$ cat src/rtl/dmem_arbiter.sv
// dmem_arbiter
//   Shares one single-port data memory (combinational read, write on posedge)
//   between the CPU load/store path (master 0) and the loader/debug port
//   (master 1). Master 0 has fixed priority. Master 1 wins after STARVE_LIM
//   consecutive denied cycles, and can hold the memory for a locked burst of
//   up to MAX_BURST grants. One access is granted per cycle. Read data and the
//   error flags come back registered, one cycle after the grant.
//
// Ports
//   clk, rst_n                  clock, asynchronous active-low reset
//   mX_req/we/addr/wdata        master X request, write flag, byte address, write data
//   m1_lock                     master 1 asks for a locked burst
//   mX_gnt                      combinational grant; the access completes this cycle
//   mX_rvalid/rdata             read return, one cycle after a granted in-range read
//   mX_err                      pulse one cycle after a granted out-of-range access
//   mem_a/wd/we, mem_rd         datamem interface
module dmem_arbiter #(
    parameter int IDX_W      = 5,
    parameter int STARVE_LIM = 4,
    parameter int MAX_BURST  = 8   // assumed >= 2
) (
    input  logic        clk,
    input  logic        rst_n,
    input  logic        m0_req,
    input  logic        m0_we,
    input  logic [31:0] m0_addr,
    input  logic [31:0] m0_wdata,
    input  logic        m1_req,
    input  logic        m1_we,
    input  logic [31:0] m1_addr,
    input  logic [31:0] m1_wdata,
    input  logic        m1_lock,
    output logic        m0_gnt,
    output logic        m0_rvalid,
    output logic [31:0] m0_rdata,
    output logic        m0_err,
    output logic        m1_gnt,
    output logic        m1_rvalid,
    output logic [31:0] m1_rdata,
    output logic        m1_err,
    output logic [31:0] mem_a,
    output logic [31:0] mem_wd,
    output logic        mem_we,
    input  logic [31:0] mem_rd
);

    localparam int WC_W = $clog2(STARVE_LIM + 1);
    localparam int BC_W = $clog2(MAX_BURST + 1);
    localparam logic [WC_W-1:0] WC_LIM  = WC_W'(STARVE_LIM);
    localparam logic [BC_W-1:0] BC_LAST = BC_W'(MAX_BURST - 1);

    typedef enum logic {IDLE, LOCK1} state_t;

    state_t          state;
    logic [WC_W-1:0] wait_cnt;
    logic [BC_W-1:0] burst_cnt;
    logic            burst_end_p1;   // previous cycle closed a full-length burst

    logic            gnt0_p0, gnt1_p0;
    logic [31:0]     sel_addr, sel_wd;
    logic            sel_we, sel_ok;
    logic            vld0_p1, vld1_p1, err0_p1, err1_p1;
    logic [31:0]     rdata0_p1, rdata1_p1;

    function automatic logic [WC_W-1:0] sat_inc(input logic [WC_W-1:0] v);
        return (v == WC_LIM) ? v : v + WC_W'(1);
    endfunction

    function automatic logic addr_in_range(input logic [31:0] a);
        return a[31:IDX_W+2] == '0;
    endfunction

    // Stage p0: arbitration and memory mux (combinational)
    always_comb begin
        gnt0_p0 = 1'b0;
        gnt1_p0 = 1'b0;
        if (rst_n) begin
            if (state == LOCK1) begin
                // A running burst owns the memory; master 0 is held off.
                gnt1_p0 = m1_req & m1_lock;
            end else if (m1_req && wait_cnt == WC_LIM && !(burst_end_p1 && m0_req)) begin
                gnt1_p0 = 1'b1;
            end else if (m0_req) begin
                gnt0_p0 = 1'b1;
            end else if (m1_req) begin
                gnt1_p0 = 1'b1;
            end
        end
    end

    always_comb begin
        sel_addr = '0;
        sel_wd   = '0;
        sel_we   = 1'b0;
        if (gnt0_p0) begin
            sel_addr = m0_addr;
            sel_wd   = m0_wdata;
            sel_we   = m0_we;
        end else if (gnt1_p0) begin
            sel_addr = m1_addr;
            sel_wd   = m1_wdata;
            sel_we   = m1_we;
        end
    end

    assign sel_ok = addr_in_range(sel_addr);
    assign mem_a  = sel_addr;
    assign mem_wd = sel_wd;
    assign mem_we = sel_we & sel_ok;
    assign m0_gnt = gnt0_p0;
    assign m1_gnt = gnt1_p0;

    // Stage p1: read return, error flags, arbitration state
    always_ff @(posedge clk or negedge rst_n) begin
        if (!rst_n) begin
            state        <= IDLE;
            wait_cnt     <= '0;
            burst_cnt    <= '0;
            burst_end_p1 <= 1'b0;
            vld0_p1      <= 1'b0;
            vld1_p1      <= 1'b0;
            err0_p1      <= 1'b0;
            err1_p1      <= 1'b0;
            rdata0_p1    <= '0;
            rdata1_p1    <= '0;
        end else begin
            vld0_p1 <= gnt0_p0 & ~m0_we & sel_ok;
            vld1_p1 <= gnt1_p0 & ~m1_we & sel_ok;
            err0_p1 <= gnt0_p0 & ~sel_ok;
            err1_p1 <= gnt1_p0 & ~sel_ok;
            if (gnt0_p0 && !m0_we && sel_ok) rdata0_p1 <= mem_rd;
            if (gnt1_p0 && !m1_we && sel_ok) rdata1_p1 <= mem_rd;

            wait_cnt     <= (!m1_req || gnt1_p0) ? '0 : sat_inc(wait_cnt);
            burst_end_p1 <= 1'b0;

            case (state)
                IDLE: begin
                    if (gnt1_p0 && m1_lock) begin
                        state     <= LOCK1;
                        burst_cnt <= BC_W'(1);
                    end
                end
                LOCK1: begin
                    if (!gnt1_p0) begin
                        state     <= IDLE;
                        burst_cnt <= '0;
                    end else if (burst_cnt == BC_LAST) begin
                        // This grant is the MAX_BURST-th: close the burst and
                        // give master 0 the next cycle.
                        state        <= IDLE;
                        burst_cnt    <= '0;
                        burst_end_p1 <= 1'b1;
                    end else begin
                        burst_cnt <= burst_cnt + BC_W'(1);
                    end
                end
                default: state <= IDLE;
            endcase
        end
    end

    assign m0_rvalid = vld0_p1;
    assign m1_rvalid = vld1_p1;
    assign m0_err    = err0_p1;
    assign m1_err    = err1_p1;
    assign m0_rdata  = rdata0_p1;
    assign m1_rdata  = rdata1_p1;

endmodule

$ cat config.mk
export PLATFORM = sky130hd
export DESIGN_NAME = dmem_arbiter
export DESIGN_NICKNAME = d
export VERILOG_FILES = /design/src/rtl/dmem_arbiter.sv
export SDC_FILE = /design/constraint.sdc
export NUM_CORES = 1
export LEC_CHECK = 0
export ABC_AREA = 0
export CORE_AREA = 2 2 116 118
export CTS_CLUSTER_SIZE = 20
export DETAILED_ROUTE_END_ITERATION = 8
export DIE_AREA = 0 0 118 120
export GPL_ROUTABILITY_DRIVEN = 1
export HOLD_SLACK_MARGIN = 0.05
export PLACE_DENSITY = 0.77
export SLEW_MARGIN = 20
export SYNTH_ARGS = -nofsm -noshare
export SYNTH_HDL_FRONTEND = slang
export SYNTH_SLANG_ARGS = --single-unit
$ cat constraint.sdc
create_clock -name clk -period 9.41 [get_ports clk]
set_input_delay 2.823 -clock clk [delete_from_list [all_inputs] [get_ports clk]]
set_output_delay 2.823 -clock clk [all_outputs]
set_load 0.02 [all_outputs]
==> impl_metrics.py <==
metrics = {
    "cts": {
        "clk_pin_slew_worst_paths_ns": 0.06,
        "clockRootBuffer": "sky130_fd_sc_hd__clkbuf_16",
        "cts.path.max_buffers": 2,
        "cts-buffers-inserted": 9,
        "worstSkewPairLatency_ns": 0.32,
        "htreeDepth": 3,
        "post_cts_hold_buffer_count": 0,
        "postCtsResizedCells": 0,
        "tritoncts": "yes",
        "clkSinkCount": 77,
        "postCtsSetupRepairBufs": 0,
    },
    "route": {
        "remaining_drc_errors": 0,
        "initialDrtViolationCount": 227,
        "vias_per_cell": 5.21,
        "postRouteWirelength_um": 19400,
        "first_pass_iters": 4,
        "route.vias.total": 4098,
        "routed_wire_length_per_instance_um": 24.6,
        "route.antenna.remaining_nets": 0,
    },
    "yosys": {
        "average_footprint_of_a_synthesized_cell_sq_um": 12.4,
        "asyncSetResetFlopFracSynth_pct": 100,
        "synth-xor-area-share_pct": 0.446,
        "synth.net_count": 486,
        "synth_compound_gate_area_share_pct": 24.8,
        "post_syn_instances": 316,
        "syn_area_sq_um": 3930,
        "synth.area.mux_share_pct": 12.0,
        "yosysUniqueCellTypes": 42,
        "synthDominantAreaCellType": "sky130_fd_sc_hd__dfrtp_1",
        "ys.flop_type": "sky130_fd_sc_hd__dfrtp_1",
        "synth-adder-area-share_pct": 0.956,
        "yosysTopAreaCellShare_pct": 49.1,
        "netlist_top_cells_area": "sky130_fd_sc_hd__dfrtp_1 (49%), sky130_fd_sc_hd__a22o_1 (21%), sky130_fd_sc_hd__mux2_4 (11%), sky130_fd_sc_hd__buf_12 (1.5%), sky130_fd_sc_hd__nor4_1 (1.4%)",
        "combinational_family_with_the_most_area_after_synthesis": "compound AO/OA/AOI/OAI gates",
        "synth-edff-count": 0,
        "synth-seq-cells": 77,
        "count_of_warnings_emitted_by_yosys": 0,
        "synth_sequential_area_ratio_pct": 49.1,
        "post_synth_and_or_nand_nor_area_fraction_pct": 7.94,
    },
    "finish": {
        "seq_area_sq_um": 1930,
        "fillCellCount": 1104,
        "multiInputGateArea_sq_um": 1830,
        "insertedDiodeCount": 0,
        "final-instance-count-excl-fill": 786,
        "layout-area-overhead-vs-synth_pct": 88.1,
        "layout-drive-gt1-share_pct": 10.5,
        "most_common_cell_after_layout_fill_and_taps_aside": "sky130_fd_sc_hd__clkdlybuf4s50_1",
        "layout_common_cells": "sky130_fd_sc_hd__clkdlybuf4s50_1 (300), sky130_fd_sc_hd__a22o_1 (96), sky130_fd_sc_hd__dfrtp_1 (77)",
        "final_net_count": 777,
    },
    "sta": {
        "actual_slew_at_the_worst_max_slew_pin_ns": 1.13,
        "rsz0062_at_grt": "no",
        "finClkSkew_ns": 0.00326,
        "slew_headroom_pct": 25.0,
        "max_freq_ghz": 0.117,
        "setup_viol": 0,
        "finalMaxSlewViolations": 0,
        "layout_min_cycle_time_ns": 8.55,
        "setup_tns_ns": 0,
        "finalHoldViolations": 0,
        "post-route-period-util_pct": 90.9,
        "finalHoldWorstSlack_ns": 0.503,
    },
    "worst_setup_path": {
        "startpoint_of_the_lowest_slack_register_to_register_path": "wait_cnt[0]$_DFFE_PN0P_",
        "worst-r2r-cell-count": 8,
        "cp-end-kind": "output port",
        "worstPathRequired_ns": 6.59,
        "cp_data_arrival_time_ns": 5.73,
        "worstSetupStartpointType": "input pin",
        "critical_path_class": "input pin to output port",
        "worstReg2RegEnd": "m1_rdata[1]$_DFFE_PN0P_",
        "timing.critical_path.fanout_max": 40,
        "rrSetupSlack_ns": 6.16,
    },
    "floorplanning": {
        "die-width_um": 118,
        "design.portCount": 302,
        "start_util_pct": 30.2,
        "placement_rows": 42,
        "fp.dieArea_sq_um": 14200,
        "vert_die_dim_um": 120,
        "floorplan.core_area_sq_um": 13000,
    },
    "placement": {
        "placedCellCount": 772,
        "port_buffers": 301,
        "final_weighted_congestion_in_routability_driven_placement": 0.909,
        "dpl.hpwl_um": 16000,
    },
    "pwr": {
        "p_per_cell_area_nw_per_um2": 132,
        "worst_ir_drop_vdd_mv": 0.0914,
        "total_leakage_power_nw": 3.21,
    },
    "outcome": {
        "status": "finished clean",
    },
    "hold_path": {
        "worst_hold_startpoint": "m1_rdata[18]$_DFFE_PN0P_",
        "timing.hold.worst.class": "flop to flop",
        "whs_endpoint": "m1_rdata[18]$_DFFE_PN0P_",
        "worstHoldPathCells": 1,
    },
    "global_routing": {
        "grt_overflow": 0,
        "track_usage_pct": 27.0,
        "number_of_global_route_vias_before_repair": 4272,
        "grt_pass1_wl_um": 28200,
        "antenna_violations_before_repair": 0,
        "pin_count_of_the_biggest_net_entering_global_routing": 71,
    },
    "flow_run": {
        "maxCapViolations": 0,
    },
}
power by group:
group	total (mW)	internal (mW)	leakage [nW]	switching (mW)
sequential	0.351	0.343	1.06	0.00818
combinational	0.254	0.140	1.99	0.114
clock	0.371	0.245	0.158	0.126
total	0.975	0.727	3.21	0.249
worst max-delay path by stage:
stage,start,end,slack (ns),cells past startpoint
after floorplan,m0_req,mem_a[6],2.18,5
after global placement,m1_req,mem_we,0.95,8
after detailed placement,m1_req,mem_we,0.87,8
after CTS,m1_req,mem_we,0.87,8
after global routing,m1_req,mem_we,0.77,8
final,m1_req,mem_we,0.86,8
cell usage after synthesis, drive strengths merged, types with 2 or more instances:
cell type  instances
nand2             14
buf               14
ha                 3
nor2b              2
inv                5
dfrtp             77
nor2               9
o21ai              2
nand3              7
and3               2
a22o              97
nor3               5
a21oi              5
clkbuf            12
or4                3
nand3b             2
nor4               9
mux2              32
layout make-up:
type / count / area share, %
Clock buffer: 11 / 3.42
Timing Repair Buffer: 306 / 41.5
Multi-Input combinational cell: 207 / 24.8
Tap cell: 176 / 2.98
Clock inverter: 3 / 0.932
Sequential cell: 77 / 26.1
Inverter: 6 / 0.305
worst max-delay path, cell delays in order:
cell,delay [ns]
sky130_fd_sc_hd__clkdlybuf4s50_1,0.49
sky130_fd_sc_hd__inv_1,0.10
sky130_fd_sc_hd__o311ai_1,0.81
sky130_fd_sc_hd__inv_2,0.13
sky130_fd_sc_hd__buf_4,0.31
sky130_fd_sc_hd__a22o_1,0.27
sky130_fd_sc_hd__and4_1,0.24
sky130_fd_sc_hd__clkdlybuf4s50_1,0.55
layer usage:
metal / track usage [%] / wire length (um)
met1: 33.6 / 7900
met2: 48.0 / 10000
met3: 5.70 / 1180
met4: 6.25 / 298
met5: 0 / 0
stage by stage:
| step | setup WS, ns | util (%) | total power, mW | area, sq um |
|---|---|---|---|---|
| floorplan | 2.18 | - | 0.443 | 3930 |
| global placement | 0.945 | 54.4 | 0.606 | 7060 |
| detailed placement | 0.867 | 54.4 | 0.610 | 7060 |
| CTS | 0.867 | 56.9 | 0.987 | 7380 |
| global route | 0.769 | 56.9 | 1.01 | 7380 |
| finish | 0.858 | 56.9 | 0.975 | 7380 |
registers in the layout, summed over array words and instances (netlist names):
register,count
state,1
m0_rvalid,1
m0_rdata,32
wait_cnt,3
m0_err,1
burst_cnt,4
m1_err,1
m1_rdata,32
burst_end_p1,1
m1_rvalid,1
cell families (layout without fill, tap and decap cells):
logic type	after synthesis	after routing
flip-flops	77	77
XOR/XNOR	2	2
AND/OR/NAND/NOR	57	57
adder cells (fa/ha/maj)	3	3
AO/OA/AOI/OAI	113	113
buffers and inverters	32	326
multiplexers	32	32
Power figures use the tool's default switching activity.
